File: src/rtl/adder_pipe_n_if.sv
// Handshake/operand bundle for adder_pipe_n: operand beat in, result beat out.
interface adder_pipe_n_if #(
  parameter int unsigned WIDTH = 16
);
  logic             in_valid;
  logic             in_ready;
  logic [WIDTH-1:0] a;
  logic [WIDTH-1:0] b;
  logic             cin;
  logic             sub;
  logic             out_valid;
  logic             out_ready;
  logic [WIDTH-1:0] s;
  logic             cout;
  logic             ovf;

  modport master (
    output in_valid, a, b, cin, sub, out_ready,
    input  in_ready, out_valid, s, cout, ovf
  );

  modport slave (
    input  in_valid, a, b, cin, sub, out_ready,
    output in_ready, out_valid, s, cout, ovf
  );
endinterface

File: src/rtl/adder_pipe_n.sv
// Carry-chain pipelined N-bit adder/subtractor, one CHUNK-bit slice per stage.
// Optional macro ADDER_PIPE_SAT_EN saturates s to the signed extreme on overflow.
module adder_pipe_n #(
  parameter int unsigned WIDTH = 16,
  parameter int unsigned CHUNK = 4
) (
  input logic           clk,
  input logic           rst,
  adder_pipe_n_if.slave bus
);
  localparam int unsigned STAGES = WIDTH / CHUNK;

  logic             adv_c;
  logic             last_vld;
  logic             last_cy;
  logic [WIDTH-1:0] s_q;
  logic             ovf_q;

  // Global stall: every stage moves together or holds together
  assign adv_c         = !last_vld || bus.out_ready;
  assign bus.in_ready  = adv_c;
  assign bus.out_valid = last_vld;
  assign bus.s         = s_q;
  assign bus.cout      = last_cy;
  assign bus.ovf       = ovf_q;

  for (genvar k = 0; k < STAGES; k++) begin : g_st
    localparam int unsigned OP_W = WIDTH - k * CHUNK;

    logic [OP_W-1:0]  a_op_c;
    logic [OP_W-1:0]  b_op_c;
    logic             c_in_c;
    logic             v_in_c;
    logic [CHUNK:0]   sum_c;
    logic             vld_q;
    logic             cy_q;

    // Stage 0 takes the bus directly; later stages take the skewed upper slices
    if (k == 0) begin : g_src
      assign a_op_c = bus.a;
      assign b_op_c = bus.b ^ {WIDTH{bus.sub}};
      assign c_in_c = bus.cin;
      assign v_in_c = bus.in_valid;
    end else begin : g_src
      assign a_op_c = g_st[k-1].g_keep.a_q;
      assign b_op_c = g_st[k-1].g_keep.b_q;
      assign c_in_c = g_st[k-1].cy_q;
      assign v_in_c = g_st[k-1].vld_q;
    end

    assign sum_c = {1'b0, a_op_c[CHUNK-1:0]} + {1'b0, b_op_c[CHUNK-1:0]}
                 + {{CHUNK{1'b0}}, c_in_c};

    always_ff @(posedge clk) begin
      if (rst) begin
        vld_q <= 1'b0;
        cy_q  <= 1'b0;
      end else if (adv_c) begin
        vld_q <= v_in_c;
        cy_q  <= sum_c[CHUNK];
      end
    end

    if (k < STAGES - 1) begin : g_keep
      localparam int unsigned LO_W = (k + 1) * CHUNK;
      localparam int unsigned UP_W = OP_W - CHUNK;

      logic [UP_W-1:0] a_q;
      logic [UP_W-1:0] b_q;
      logic [LO_W-1:0] r_q;
      logic [LO_W-1:0] r_next_c;

      if (k == 0) begin : g_lo
        assign r_next_c = sum_c[CHUNK-1:0];
      end else begin : g_lo
        assign r_next_c = {sum_c[CHUNK-1:0], g_st[k-1].g_keep.r_q};
      end

      always_ff @(posedge clk) begin
        if (rst) begin
          a_q <= '0;
          b_q <= '0;
          r_q <= '0;
        end else if (adv_c) begin
          a_q <= a_op_c[OP_W-1:CHUNK];
          b_q <= b_op_c[OP_W-1:CHUNK];
          r_q <= r_next_c;
        end
      end
    end else begin : g_last
      logic [WIDTH-1:0] s_full_c;
      logic [WIDTH-1:0] s_sel_c;
      logic             ovf_c;

      if (k == 0) begin : g_lo
        assign s_full_c = sum_c[CHUNK-1:0];
      end else begin : g_lo
        assign s_full_c = {sum_c[CHUNK-1:0], g_st[k-1].g_keep.r_q};
      end

      // Carry into the MSB is recovered as a ^ b ^ sum at that bit
      assign ovf_c = a_op_c[CHUNK-1] ^ b_op_c[CHUNK-1]
                   ^ sum_c[CHUNK-1] ^ sum_c[CHUNK];

`ifdef ADDER_PIPE_SAT_EN
      assign s_sel_c = !ovf_c ? s_full_c :
                       a_op_c[CHUNK-1] ? {1'b1, {(WIDTH-1){1'b0}}}
                                       : {1'b0, {(WIDTH-1){1'b1}}};
`else
      assign s_sel_c = s_full_c;
`endif

      always_ff @(posedge clk) begin
        if (rst) begin
          s_q   <= '0;
          ovf_q <= 1'b0;
        end else if (adv_c) begin
          s_q   <= s_sel_c;
          ovf_q <= ovf_c;
        end
      end
    end
  end

  assign last_vld = g_st[STAGES-1].vld_q;
  assign last_cy  = g_st[STAGES-1].cy_q;
endmodule
File: src/flat_wrapper.sv
// flat-port wrapper written by rule: the top's interface ports become plain ports
module adder_pipe_n_flat 
#(
  parameter int unsigned WIDTH = 16,
  parameter int unsigned CHUNK = 4
)
  (clk, rst, bus_in_valid, bus_a, bus_b, bus_cin, bus_sub, bus_out_ready, bus_in_ready, bus_out_valid, bus_s, bus_cout, bus_ovf);
  adder_pipe_n_if #(.WIDTH(WIDTH)) bus_i ();
  input logic clk;
  input logic rst;
  input wire logic [$bits(bus_i.in_valid)-1:0] bus_in_valid;
  input wire logic [$bits(bus_i.a)-1:0] bus_a;
  input wire logic [$bits(bus_i.b)-1:0] bus_b;
  input wire logic [$bits(bus_i.cin)-1:0] bus_cin;
  input wire logic [$bits(bus_i.sub)-1:0] bus_sub;
  input wire logic [$bits(bus_i.out_ready)-1:0] bus_out_ready;
  output wire logic [$bits(bus_i.in_ready)-1:0] bus_in_ready;
  output wire logic [$bits(bus_i.out_valid)-1:0] bus_out_valid;
  output wire logic [$bits(bus_i.s)-1:0] bus_s;
  output wire logic [$bits(bus_i.cout)-1:0] bus_cout;
  output wire logic [$bits(bus_i.ovf)-1:0] bus_ovf;
  assign bus_i.in_valid = bus_in_valid;
  assign bus_i.a = bus_a;
  assign bus_i.b = bus_b;
  assign bus_i.cin = bus_cin;
  assign bus_i.sub = bus_sub;
  assign bus_i.out_ready = bus_out_ready;
  assign bus_in_ready = bus_i.in_ready;
  assign bus_out_valid = bus_i.out_valid;
  assign bus_s = bus_i.s;
  assign bus_cout = bus_i.cout;
  assign bus_ovf = bus_i.ovf;
  adder_pipe_n #(.WIDTH(WIDTH), .CHUNK(CHUNK)) u_core (.clk(clk), .rst(rst), .bus(bus_i));
endmodule
File: config.mk
export PLATFORM = sky130hd
export DESIGN_NAME = adder_pipe_n_flat
export DESIGN_NICKNAME = d
export VERILOG_FILES = /design/src/rtl/adder_pipe_n_if.sv /design/src/rtl/adder_pipe_n.sv /design/src/flat_wrapper.sv
export SDC_FILE = /design/constraint.sdc
export NUM_CORES = 1
export LEC_CHECK = 0
export BUFFER_PORTS_ARGS = -buffer_cell sky130_fd_sc_hd__buf_4
export CELL_PAD_IN_SITES_DETAIL_PLACEMENT = 0
export CELL_PAD_IN_SITES_GLOBAL_PLACEMENT = 2
export CORE_MARGIN = 2
export CORE_UTILIZATION = 36
export DETAILED_ROUTE_END_ITERATION = 10
export PLACE_DENSITY = 0.84
export SETUP_SLACK_MARGIN = 0.5
export SLEW_MARGIN = 5
export SYNTH_ARGS = -nofsm -noshare
export SYNTH_HDL_FRONTEND = slang
export SYNTH_SLANG_ARGS = --single-unit
File: constraint.sdc
create_clock -name clk -period 3.48 [get_ports clk]
set_input_delay 0 -clock clk [delete_from_list [all_inputs] [get_ports clk]]
set_output_delay 0 -clock clk [all_outputs]
set_load 0.02 [all_outputs]
Word level (Yosys, flattened, before mapping)
Index checks and enable logic that the tools add are counted.
{"block": "classes", "bitwise_logic": 4, "n_addsub": 8, "n_reduce_logical": 2}
{"op": "$add 4x4->5", "n": 4}
{"op": "$add 5x1->5", "n": 4}
{"op": "$xor 16x16->16", "n": 1}
{"op": "$xor 1x1->1", "n": 3}
{"op": "$logic_not 1->1", "n": 1}
{"op": "$logic_or 1x1->1", "n": 1}
{"block": "totals", "in_bits": 38, "ff_bits": 97}

Longest topological paths before layout
Gate-level depths: netlist of run 1.
{"block": "depth", "word_depth": 4, "ltp_mapped": 8, "ltp_nobuf": 7}

Worst setup path before layout of run 1
OpenSTA, ideal clock, no wires.
{"block": "synth_timing", "path_type": "register -> register", "from": "register u_core.g_st[2].g_keep.b_q[0]", "to": "register u_core.ovf_q, in the netlist u_core.bus.ovf", "t_arrival_ps": 1781, "stages_incl_launch_ff": 8, "setup_time_ps": 86, "path_slack_ps": 1613, "required_time_ps": 3394, "cell_sequence": "dfxtp_1 > inv_1 > fa_1 > fa_1 > nand2b_1 > a21oi_1 > xnor2_1 > a211oi_1"}
{"block": "synth_via", "elab_chain_cells": 4}
{"item": "from (decl)", "line": "adder_pipe_n.sv:69", "source": "logic [UP_W-1:0] b_q;"}
{"item": "from (signal assigned)", "line": "adder_pipe_n.sv:86", "source": "b_q <= b_op_c[OP_W-1:CHUNK];"}
{"item": "$add 4x4->5 (*)", "line": "adder_pipe_n.sv:51", "source": "assign sum_c = {1'b0, a_op_c[CHUNK-1:0]} + {1'b0, b_op_c[CHUNK-1:0]}"}
{"item": "$add 5x1->5 (*)", "line": "adder_pipe_n.sv:52", "source": "+ {{CHUNK{1'b0}}, c_in_c};"}
{"item": "$xor 1x1->1", "line": "adder_pipe_n.sv:103", "source": "^ sum_c[CHUNK-1] ^ sum_c[CHUNK];"}
{"item": "$xor 1x1->1 (*)", "line": "adder_pipe_n.sv:103"}
{"item": "to (signal assigned)", "line": "adder_pipe_n.sv:119", "source": "ovf_q <= ovf_c;"}
{"item": "to (decl)", "line": "adder_pipe_n.sv:17", "source": "logic ovf_q;"}
Mark *: on every way between the ends. The rest lies on a longest branch, timed or not.
A chain may end at the register's enable or synchronous reset.

Final worst setup path of run 1
Same ends and word-level chain as after synthesis.

==> metrics.txt, run 1 <==
slew margin rel. 29.1%; flop-to-flop setup slack 1.44 ns; syn_nets 546; post_cts resized 0; Setup-failing EPs final 0; Clk pin slew, worst setup/hold paths 0.06 ns; #FFs+latches synth 97; fin crit share 58.6%; mux contribution to synthesized area 0%; chip width ~110 microns; Compound-Gate Fraction of Synth Area 14.6%; worst vdd ir 0.259 mV; Fmax between 400 and 500 MHz; post-CTS setup buffers 0; max-capacitance violation count 0; vias per std cell about 4.6; reg-to-reg critical path endpoint u_core.bus.ovf; first-pass GRT wire length approximately 14000 microns; fin util 46.1%; maximum level of the CTS H-tree 3; crit path DAT 2.28 ns; I/O Pins 58; FF-to-FF path depth 7; Register Area 1940 sq um; worst setup margin 1.44 ns; share of cells above drive strength 1 13.8%; CTS hold repair buffers 25; status finished, final reports clean; hold path endpoint u_core.g_st[0].g_keep.r_q[3]; Worst Tran Pin Value 1.06 ns; Post-synth EDFFs 0; Synth Area in Adders 7.62%; Warnings, synthesis 0; CTS Buf Count 9; Synth cell types 29; Async S/R FF share, synth 0%; die height between 100 and 150 microns; max-slew violation count 0; GRT Residual Overflow 0; CP Launch Type flop; unrepaired setup endpoints after global routing no; P per Cell Area 474 nW/um^2; worst hold stages 4; Synth Flop Type dfxtp_1; Routed Antenna Nets 0; Nets 606; Lkg Pwr just over 2 nW; CP Max Fanout 2; clk_skew 0.00579 ns; Worst R2R Start u_core.g_st[2].g_keep.b_q[0]; DR pass1 iterations 4; sequential area share after synthesis 47.7%; port bufs 57; Setup crit end kind flop; diodes inserted 0; row cnt 38; Post-Route WL 8170 microns; Area Overhead vs Synth 23.7%; Die ar. 12200 sq um; Hold Path Class in2reg; gpl congestion 0.769; antenna violations before repair 0; maximum number of pins on one net before global-route repair roughly 110; Post-Synth XOR/XNOR Area 4.09%; Filler cells 1135; gr usage total 14.8%; clock root cell clkbuf_16; Req. time, crit path 3.72 ns; Syn Std Cell Area 4070 sq um; DR vias approximately 3200; pre-CTS WS 1.47 ns; CTS Buffer Depth 2; initial core utilization 37.2%; min-delay src bus_a[2]; Num Clock Sinks 97; multi-input logic area roughly 1900 sq um; Clock Latency Late Sink 0.33 ns; CTS tree built; Hold WS 0.0933 ns; mean post-synth cell area 8.34 sq um; DR DRC count 0; Synth Area in Simple Gates 19.6%; post-synthesis cell count ~490; largest family of logic cells by synthesized area simple AND/OR/NAND/NOR gates; core area 10900 sq um; post-route minimum period 2.04 ns; Total Power 2.39 mW; CP Class reg2reg; setup TNS 0 ns; drt initial violations just over 80; vias in the first global route 3065; endpoints failing hold 0; drt wl/cell 11.8 microns; hpwl dp 4840 microns
[cells in the mapped netlist (2+ instances only)]
| cell type | instances | area [sq um] |
|---|---|---|
| xnor2_1 | 15 | 131 |
| nand2b_1 | 2 | 12.5 |
| fa_1 | 8 | 160 |
| a221oi_1 | 2 | 17.5 |
| nand3b_1 | 7 | 52.6 |
| buf_2 | 13 | 65.1 |
| buf_6 | 3 | 33.8 |
| xor2_1 | 4 | 35.0 |
| dfxtp_1 | 97 | 1940 |
| ha_1 | 12 | 150 |
| nand3_1 | 4 | 20.0 |
| nand2_1 | 134 | 503 |
| buf_4 | 4 | 30.0 |
| a21oi_1 | 71 | 355 |
| clkbuf_1 | 15 | 56.3 |
| o21a_1 | 2 | 15.0 |
| nor2_1 | 32 | 120 |
| o21ai_0 | 7 | 35.0 |
| nor2b_1 | 5 | 31.3 |
| inv_1 | 19 | 71.3 |
| a211oi_1 | 21 | 158 |
| nor3_1 | 3 | 15.0 |
| or3_1 | 2 | 12.5 |
[worst max-delay path: stages, from the launching register on]
cell	delay, ns
dfxtp_1	0.33
inv_1	0.06
fa_1	0.46
fa_1	0.39
nand2b_1	0.18
a21oi_1	0.21
xnor2_1	0.09
a211oi_1	0.22
[registers in the layout, indices dropped and copies added (netlist names)]
name,cells
u_core.g_st.g_keep.r_q,24
u_core.g_st.g_keep.a_q,24
u_core.g_st.cy_q,3
u_core.bus.out_valid,1
u_core.g_st.vld_q,3
u_core.bus.s,16
u_core.g_st.g_keep.b_q,24
u_core.bus.cout,1
u_core.bus.ovf,1
[cell usage in the layout (no fill, tap or decap), types with 5 or more instances in the layout]
master / count
nand2_1: 134
dfxtp_1: 97
a21oi_1: 71
buf_4: 58
nor2_1: 32
dlygate4sd3_1: 25
a211oi_1: 21
inv_1: 19
xnor2_1: 15
ha_1: 12
clkbuf_16: 9
fa_1: 8
o21ai_0: 7
nand3b_1: 7
nor2b_1: 5
[cells by family (layout without fill, tap and decap cells)]
| kind of cell | count (synthesis) | count (layout) |
|---|---|---|
| fa+ha+maj | 20 | 20 |
| compound gates | 105 | 105 |
| buf+inv | 55 | 119 |
| xor+xnor | 19 | 19 |
| flops | 97 | 97 |
| simple gates | 192 | 192 |
[worst max path at each step]
stage,start,to,slack (ns)
2_1_floorplan,u_core.g_st[2].g_keep.b_q[0],u_core.bus.ovf,1.61
4_1_cts,u_core.g_st[2].g_keep.b_q[0],u_core.bus.ovf,1.45
6_report,u_core.g_st[2].g_keep.b_q[0],u_core.bus.ovf,1.44
5_1_grt,u_core.g_st[2].g_keep.b_q[0],u_core.bus.ovf,1.27
3_3_place_gp,u_core.g_st[2].g_keep.b_q[0],u_core.bus.ovf,1.53
3_5_place_dp,u_core.g_st[2].g_keep.b_q[0],u_core.bus.ovf,1.47
[metal layers]
layer  track usage (%)  wire, microns
met1              19.3           4120
met2              24.6           3680
met3              4.17            299
met4              2.95             64
met5                 0              0
[layout make-up]
| type | instances | share of cell area [%] |
|---|---|---|
| clock buffer | 9 | 4.47 |
| clock inverter | 6 | 0.869 |
| inverter | 20 | 1.52 |
| multi-input combinational | 336 | 37.1 |
| sequential | 97 | 38.5 |
| tap | 140 | 3.48 |
| timing repair buffer | 84 | 14.0 |
[power breakdown]
part	leakage [nW]	internal, mW	switching (mW)
Combinational	1.11	0.136	0.127
Sequential	0.797	1.18	0.0366
Clock	0.132	0.484	0.420
Total	2.04	1.80	0.584
[metrics by stage]
stage	std cells	cell area, sq um
detailed placement	652	4520
global route	692	5040
floorplan	488	4070
global placement	652	4520
CTS	692	5040
finish	692	5040
Note: power is estimated with default switching activity, not from simulation.
==> run 2, diff against run 1 <==
- CORE_UTILIZATION: 36 -> 34
- PLACE_DENSITY: 0.84 -> 0.8
- clock period: 3.48 -> 1.97 ns (I/O delays scaled with it)
==> run 2 against run 1 <==
- the run now ends with negative hold slack left
- combinational power grew 100%
- global-route usage shrank 0.19 points
- fmax grew 15%
- power grew 91%
- via count grew 4.4%
- sequential share of layout area shrank 2.3 points
- wire length grew 13%
- hold slack lost 0.094 ns
- sequential power grew 77%
- critical path type unchanged
- critical endpoint unchanged
==> metrics.txt, run 2 (synthesis gave the netlist of run 1 again) <==
status finished, violations left (was finished, final reports clean); violated checks negative hold slack; initial core utilization 35.2% (was 37.2%); Post-Route WL 9250 microns (was 8170 microns); die height 113 microns (was 110 microns); Die ar. 12900 sq um (was 12200 sq um); Fmax 563 MHz (was 490 MHz); vias in the first global route 3247 (was 3065); CTS Buffer Depth 2 (unchanged); Largest regs u_core.g_st.g_keep.a_q: 24 flops, u_core.g_st.g_keep.b_q: 24 flops, u_core.g_st.g_keep.r_q: 24 flops (unchanged); Num Clock Sinks 97 (unchanged); post-route minimum period 1.78 ns (was 2.04 ns); I/O Pins 58 (unchanged); vias per std cell 4.69 (was 4.63); CP Max Fanout 2 (unchanged); Routed Antenna Nets 0 (unchanged); port bufs 57 (unchanged); Filler cells 1165 (was 1135); slew margin rel. 68.8% (was 29.1%); fin crit share 90.2% (was 58.6%); first-pass GRT wire length 15200 microns (was 14200 microns); Clock Latency Late Sink 0.34 ns (was 0.33 ns); CTS tree built (unchanged); Total Power 4.57 mW (was 2.39 mW); CP Launch Type flop (unchanged); Setup crit start u_core.g_st[2].cy_q (was u_core.g_st[2].g_keep.b_q[0]); Reg power frac 47.2% (was 51.1%); gr usage total 14.6% (was 14.8%); worst setup margin 0.193 ns (was 1.44 ns); Net Switching 1.06 mW (was 0.584 mW); Lkg Pwr 2.20 nW (was 2.04 nW); max-slew violation count 0 (unchanged); CP Class reg2reg (unchanged); Hold WS -0.000911 ns (was 0.0933 ns); Setup-failing EPs final 0 (unchanged); DR DRC count 0 (unchanged); share of cells above drive strength 1 22.1% (was 13.8%); diodes inserted 0 (unchanged); pre-CTS WS 0.155 ns (was 1.47 ns); endpoints failing hold 1 (was 0); chip width 113 microns (was 110 microns); clk_skew 0.00567 ns (was 0.00579 ns); clock power share 41.2% (was 37.9%); max-capacitance violation count 0 (unchanged); Nets 622 (was 606); Critical Path Sink u_core.bus.ovf (unchanged); Int Power 3.51 mW (was 1.80 mW); Area Overhead vs Synth 32.1% (was 23.7%); Hold Path Class in2reg (unchanged); clock root cell clkbuf_16 (unchanged); row cnt 39 (was 38); Req. time, crit path 2.23 ns (was 3.72 ns); reg-to-reg critical path endpoint u_core.bus.ovf (unchanged); antenna violations before repair 0 (unchanged); drt wl/cell 13.0 microns (was 11.8 microns); DR pass1 iterations 4 (unchanged); Worst Tran Pin Value 0.468 ns (was 1.06 ns); gpl congestion 0.723 (was 0.769); drt initial violations 154 (was 83); Setup crit end kind flop (unchanged); unrepaired setup endpoints after global routing yes (was no); commonest non-fill, non-tap cell in the layout nand2_1 (unchanged); flop-to-flop setup slack 0.19 ns (was 1.44 ns); CTS Buf Count 9 (unchanged); DR vias 3342 (was 3201); Clk pin slew, worst setup/hold paths 0.07 ns (was 0.06 ns); most frequent cells in the layout nand2_1 (133), dfxtp_1 (89), a21oi_1 (69), buf_4 (69), nor2_1 (32) (was nand2_1 (134), dfxtp_1 (97), a21oi_1 (71), buf_4 (58), nor2_1 (32)); setup TNS 0 ns (unchanged); maximum level of the CTS H-tree 3 (unchanged); switching share of power 23.2% (was 24.5%); worst vdd ir 0.445 mV (was 0.259 mV); crit path DAT 2.03 ns (was 2.28 ns); P per Cell Area 850 nW/um^2 (was 474 nW/um^2); hpwl dp 5730 microns (was 4840 microns); combinational share of power 11.6% (was 11.0%); core area 11600 sq um (was 10900 sq um); maximum number of pins on one net before global-route repair 88 (was 105); Worst R2R Start u_core.g_st[2].cy_q (was u_core.g_st[2].g_keep.b_q[0]); GRT Residual Overflow 0 (unchanged); FF-to-FF path depth 7 (unchanged)
-- run 2: worst min-delay path by stage --
| stage | startpoint | to | slack (ns) | cells past startpoint |
|---|---|---|---|---|
| floorplan | bus_a[4] | u_core.g_st[0].g_keep.a_q[0] | 0.14 | 2 |
| global placement | bus_in_valid | u_core.g_st[0].vld_q | 0.26 | 3 |
| detailed placement | bus_a[14] | u_core.g_st[0].g_keep.a_q[10] | 0.26 | 3 |
| CTS | bus_b[4] | u_core.g_st[0].g_keep.b_q[0] | 0.01 | 3 |
| global route | bus_b[4] | u_core.g_st[0].g_keep.b_q[0] | 0.01 | 3 |
| finish | bus_b[4] | u_core.g_st[0].g_keep.b_q[0] | -0.0009 | 3 |
-- run 2: layout make-up --
type | instances | area [sq um] | area share (%)
multi-input combinational | 336 | 1970 | 36.6
inverter | 20 | 80.1 | 1.49
sequential | 97 | 1950 | 36.3
timing repair buffer | 100 | 877 | 16.3
clock inverter | 5 | 78.8 | 1.47
clock buffer | 11 | 243 | 4.51
tap | 143 | 179 | 3.33
-- run 2: metrics by stage --
| stage | cells | cell area [sq um] | util [%] |
|---|---|---|---|
| 4_1_cts | 707 | 5280 | 45.7 |
| 2_1_floorplan | 488 | 4120 | - |
| 6_report | 712 | 5380 | 46.5 |
| 3_5_place_dp | 663 | 4650 | 40.2 |
| 3_3_place_gp | 663 | 4650 | 40.2 |
| 5_1_grt | 712 | 5380 | 46.5 |
-- run 2: per-layer routing --
layer  vias up  GRT usage (%)  wire length [microns]
met3         9           3.56                    283
met2        48           23.8                   4300
met4         0           4.55                    113
li1       1741              -                      -
met5         -              0                      0
met1      1544           19.2                   4560
-- run 2: critical path: stages, from the launching register on --
cell and delay [ns]:
dfxtp_2 0.32, inv_2 0.04, fa_2 0.39, fa_2 0.36
nand2b_4 0.16, a21oi_4 0.16, xnor2_1 0.08, a211oi_1 0.18
-- run 2: repair_timing --
item	CTS	global route
hold buffers	24	0
endpoints found under the hold margin	24	0
cloned	0	1
pin swaps	3	9
setup buffers	4	4
endpoints found under the setup margin	11	14
resized for setup	15	15
-- run 2: power groups by stage --
stage / registers, mW / clock network (mW) / logic (mW)
after floorplan: 2.20 / 0 / 0.287
after global placement: 2.20 / 0 / 0.462
after detailed placement: 2.20 / 0 / 0.466
after CTS: 2.16 / 1.94 / 0.515
after global routing: 2.18 / 2.02 / 0.593
final: 2.16 / 1.88 / 0.529
==> run 3, diff against run 2 <==
- CORE_MARGIN: 2 -> not set
- CORE_UTILIZATION: 34 -> 36
- PLACE_DENSITY: 0.8 -> 0.84
- clock period: 1.97 -> 2.2 ns (I/O delays scaled with it)
==> run 3 against run 2 <==
- the run now ends clean
- sequential power fell by 11%
- final area fell by 1.7%
- clock power fell by 11%
- count of clock-buffer cells in the layout did not move
- flip-flop and latch count did not move
- combinational power fell by 17%
- clock skew fell by 0.00055 ns
- core utilization rose by 1.8 points
- hold slack improved by 0.094 ns
- critical path depth did not move
- register-to-register slack improved by 0.25 ns
- critical path type unchanged
- critical endpoint unchanged
- largest power group unchanged
==> metrics.txt, run 3 (synthesis gave the netlist of run 1 again) <==
setup TNS 0 ns (unchanged); Register Area 1950 sq um (about the same); CP Class reg2reg (unchanged); gr usage total 15.5% (was 14.6%); clock root cell clkbuf_16 (unchanged); row cnt 38 (was 39); max-capacitance violation count 0 (unchanged); worst vdd ir 0.445 mV (about the same); Clk pin slew, worst setup/hold paths 0.07 ns (about the same); slew margin rel. 73.0% (was 68.8%); Area Overhead vs Synth 29.8% (was 32.1%); Int Power 3.13 mW (was 3.51 mW); Filler cells 1112 (was 1165); vias per std cell 4.68 (was 4.69); Req. time, crit path 2.46 ns (was 2.23 ns); slowest stage delay, CP 0.40 ns (was 0.39 ns); Post-DP Area 4630 sq um (was 4650 sq um); core area 10900 sq um (was 11600 sq um); Routed Antenna Nets 0 (unchanged); share of cells above drive strength 1 18.9% (was 22.1%); final non-filler cell area 5290 sq um (was 5380 sq um); DR DRC count 0 (unchanged); hpwl dp 5440 microns (was 5730 microns); Reg power frac 47.8% (was 47.2%); Largest regs u_core.g_st.g_keep.a_q: 24 flops, u_core.g_st.g_keep.b_q: 24 flops, u_core.g_st.g_keep.r_q: 24 flops (unchanged); Worst Tran Pin Value 0.405 ns (was 0.468 ns); Crit path max-delay family adder cells (unchanged); vias in the first global route 3102 (was 3247); critical path's most frequent cell fa_2 (unchanged); drt wl/cell 12.1 microns (was 13.0 microns); DR pass1 iterations 4 (unchanged); DR vias 3296 (was 3342); status finished, final reports clean (was finished, violations left); most frequent cells in the layout nand2_1 (134), dfxtp_1 (90), a21oi_1 (70), buf_4 (66), nor2_1 (32) (was nand2_1 (133), dfxtp_1 (89), a21oi_1 (69), buf_4 (69), nor2_1 (32)); Net Switching 0.914 mW (was 1.06 mW); commonest non-fill, non-tap cell in the layout nand2_1 (unchanged); CTS Buffer Depth 2 (unchanged); Fmax 568 MHz (was 563 MHz); P per Cell Area 765 nW/um^2 (was 850 nW/um^2); worst-path cell chain inv_2 -> fa_2 -> fa_2 -> nand2b_4 -> a21oi_4 -> xnor2_1 -> a211oi_1 (unchanged); max-slew violation count 0 (unchanged); port bufs 57 (unchanged); switching share of power 22.6% (was 23.2%); Nets 618 (was 622); Setup crit end kind flop (unchanged); fin crit share 80.1% (was 90.2%); CP Max Fanout 2 (unchanged); CP Launch Type flop (unchanged); GRT Residual Overflow 0 (unchanged); multi-input logic area 1910 sq um (was 1970 sq um); maximum number of pins on one net before global-route repair 88 (unchanged); clk_skew 0.00512 ns (was 0.00567 ns); Die ar. 11700 sq um (was 12900 sq um); unrepaired setup endpoints after global routing yes (unchanged); endpoints failing hold 0 (was 1); die height 108 microns (was 113 microns); Setup-failing EPs final 0 (unchanged); Num Clock Sinks 97 (unchanged); CTS Buf Count 9 (unchanged); diodes inserted 0 (unchanged); drt initial violations 97 (was 154); clock power share 41.3% (was 41.2%); chip width 108 microns (was 113 microns); post-route minimum period 1.76 ns (was 1.78 ns); crit path DAT 2.02 ns (was 2.03 ns); Hold Path Class in2reg (unchanged); highest-delay cell along the critical path fa_2 (unchanged); antenna violations before repair 0 (unchanged); combinational share of power 10.8% (was 11.6%); gpl congestion 0.757 (was 0.723); first-pass GRT wire length 14300 microns (was 15200 microns); Lkg Pwr 2.16 nW (was 2.20 nW); Post-Route WL 8500 microns (was 9250 microns); CTS tree built (unchanged); maximum level of the CTS H-tree 3 (unchanged); I/O Pins 58 (unchanged); Clock Latency Late Sink 0.34 ns (about the same); number of buffers and inverters on the critical path 1 (unchanged); initial core utilization 37.2% (was 35.2%)
[run 3: cell count changes in the layout (fill, tap and decap cells not counted), sizes merged]
cell         previous run  this run
clkbuf                 12        11
buf                    75        71
dlygate4sd3            24        25
[run 3: what timing repair did]
action	4_1_cts	5_1_grt
hold buffers	25	0
buffers inserted	3	3
gates resized for setup	8	9
hold endpoints to repair	25	0
pin swaps	4	3
endpoints found under the setup margin	8	5
[run 3: metrics by stage]
step	setup WS (ns)	hold WS [ns]	power [mW]	utilization (%)	cells
after detailed placement	0.320	0.261	2.37	42.3	658
final	0.438	0.0931	4.04	48.3	705
after floorplan	0.483	0.140	2.22	-	488
after CTS	0.425	0.0799	4.10	48.0	702
after global routing	0.364	0.102	4.24	48.3	705
after global placement	0.437	0.257	2.36	42.3	658
[run 3: cell type report]
| cell class | instances | share of cell area [%] |
|---|---|---|
| Timing Repair Buffer | 96 | 16.0 |
| Multi-Input combinational cell | 336 | 36.2 |
| Clock buffer | 11 | 4.59 |
| Sequential cell | 97 | 36.9 |
| Tap cell | 140 | 3.31 |
| Clock inverter | 5 | 1.49 |
| Inverter | 20 | 1.52 |
[run 3: worst paths after layout]
check	cells after the start	to	from	slack, ns
hold reg to reg	2	u_core.g_st[1].g_keep.r_q[2]	u_core.g_st[1].g_keep.r_q[2]	0.45
setup / recovery	7	u_core.bus.ovf	u_core.g_st[2].cy_q	0.44
setup reg to reg	7	u_core.bus.ovf	u_core.g_st[2].cy_q	0.44
hold / removal	4	u_core.g_st[0].g_keep.r_q[0]	bus_a[0]	0.09
[run 3: metal layers]
| metal | routed length (microns) | share of wire [%] | vias up | GRT usage, % |
|---|---|---|---|---|
| li1 | - | - | 1742 | - |
| met1 | 4180 | 49 | 1497 | 20.1 |
| met2 | 3940 | 46 | 51 | 25.5 |
| met3 | 302 | 3.6 | 6 | 3.98 |
| met4 | 85 | 1.0 | 0 | 4.63 |
| met5 | 0 | 0 | - | 0 |
[run 3: worst reg2reg max path, cell delays in order, from the launching register on]
cell,delay [ns]
dfxtp_2,0.32
inv_2,0.04
fa_2,0.40
fa_2,0.37
nand2b_4,0.16
a21oi_4,0.13
xnor2_1,0.08
a211oi_1,0.18
[run 3: power groups by stage]
stage | registers (mW) | clock network (mW) | logic (mW)
3_3_place_gp | 1.97 | 0 | 0.395
6_report | 1.93 | 1.67 | 0.438
5_1_grt | 1.95 | 1.80 | 0.494
3_5_place_dp | 1.97 | 0 | 0.401
2_1_floorplan | 1.97 | 0 | 0.251
4_1_cts | 1.93 | 1.73 | 0.441
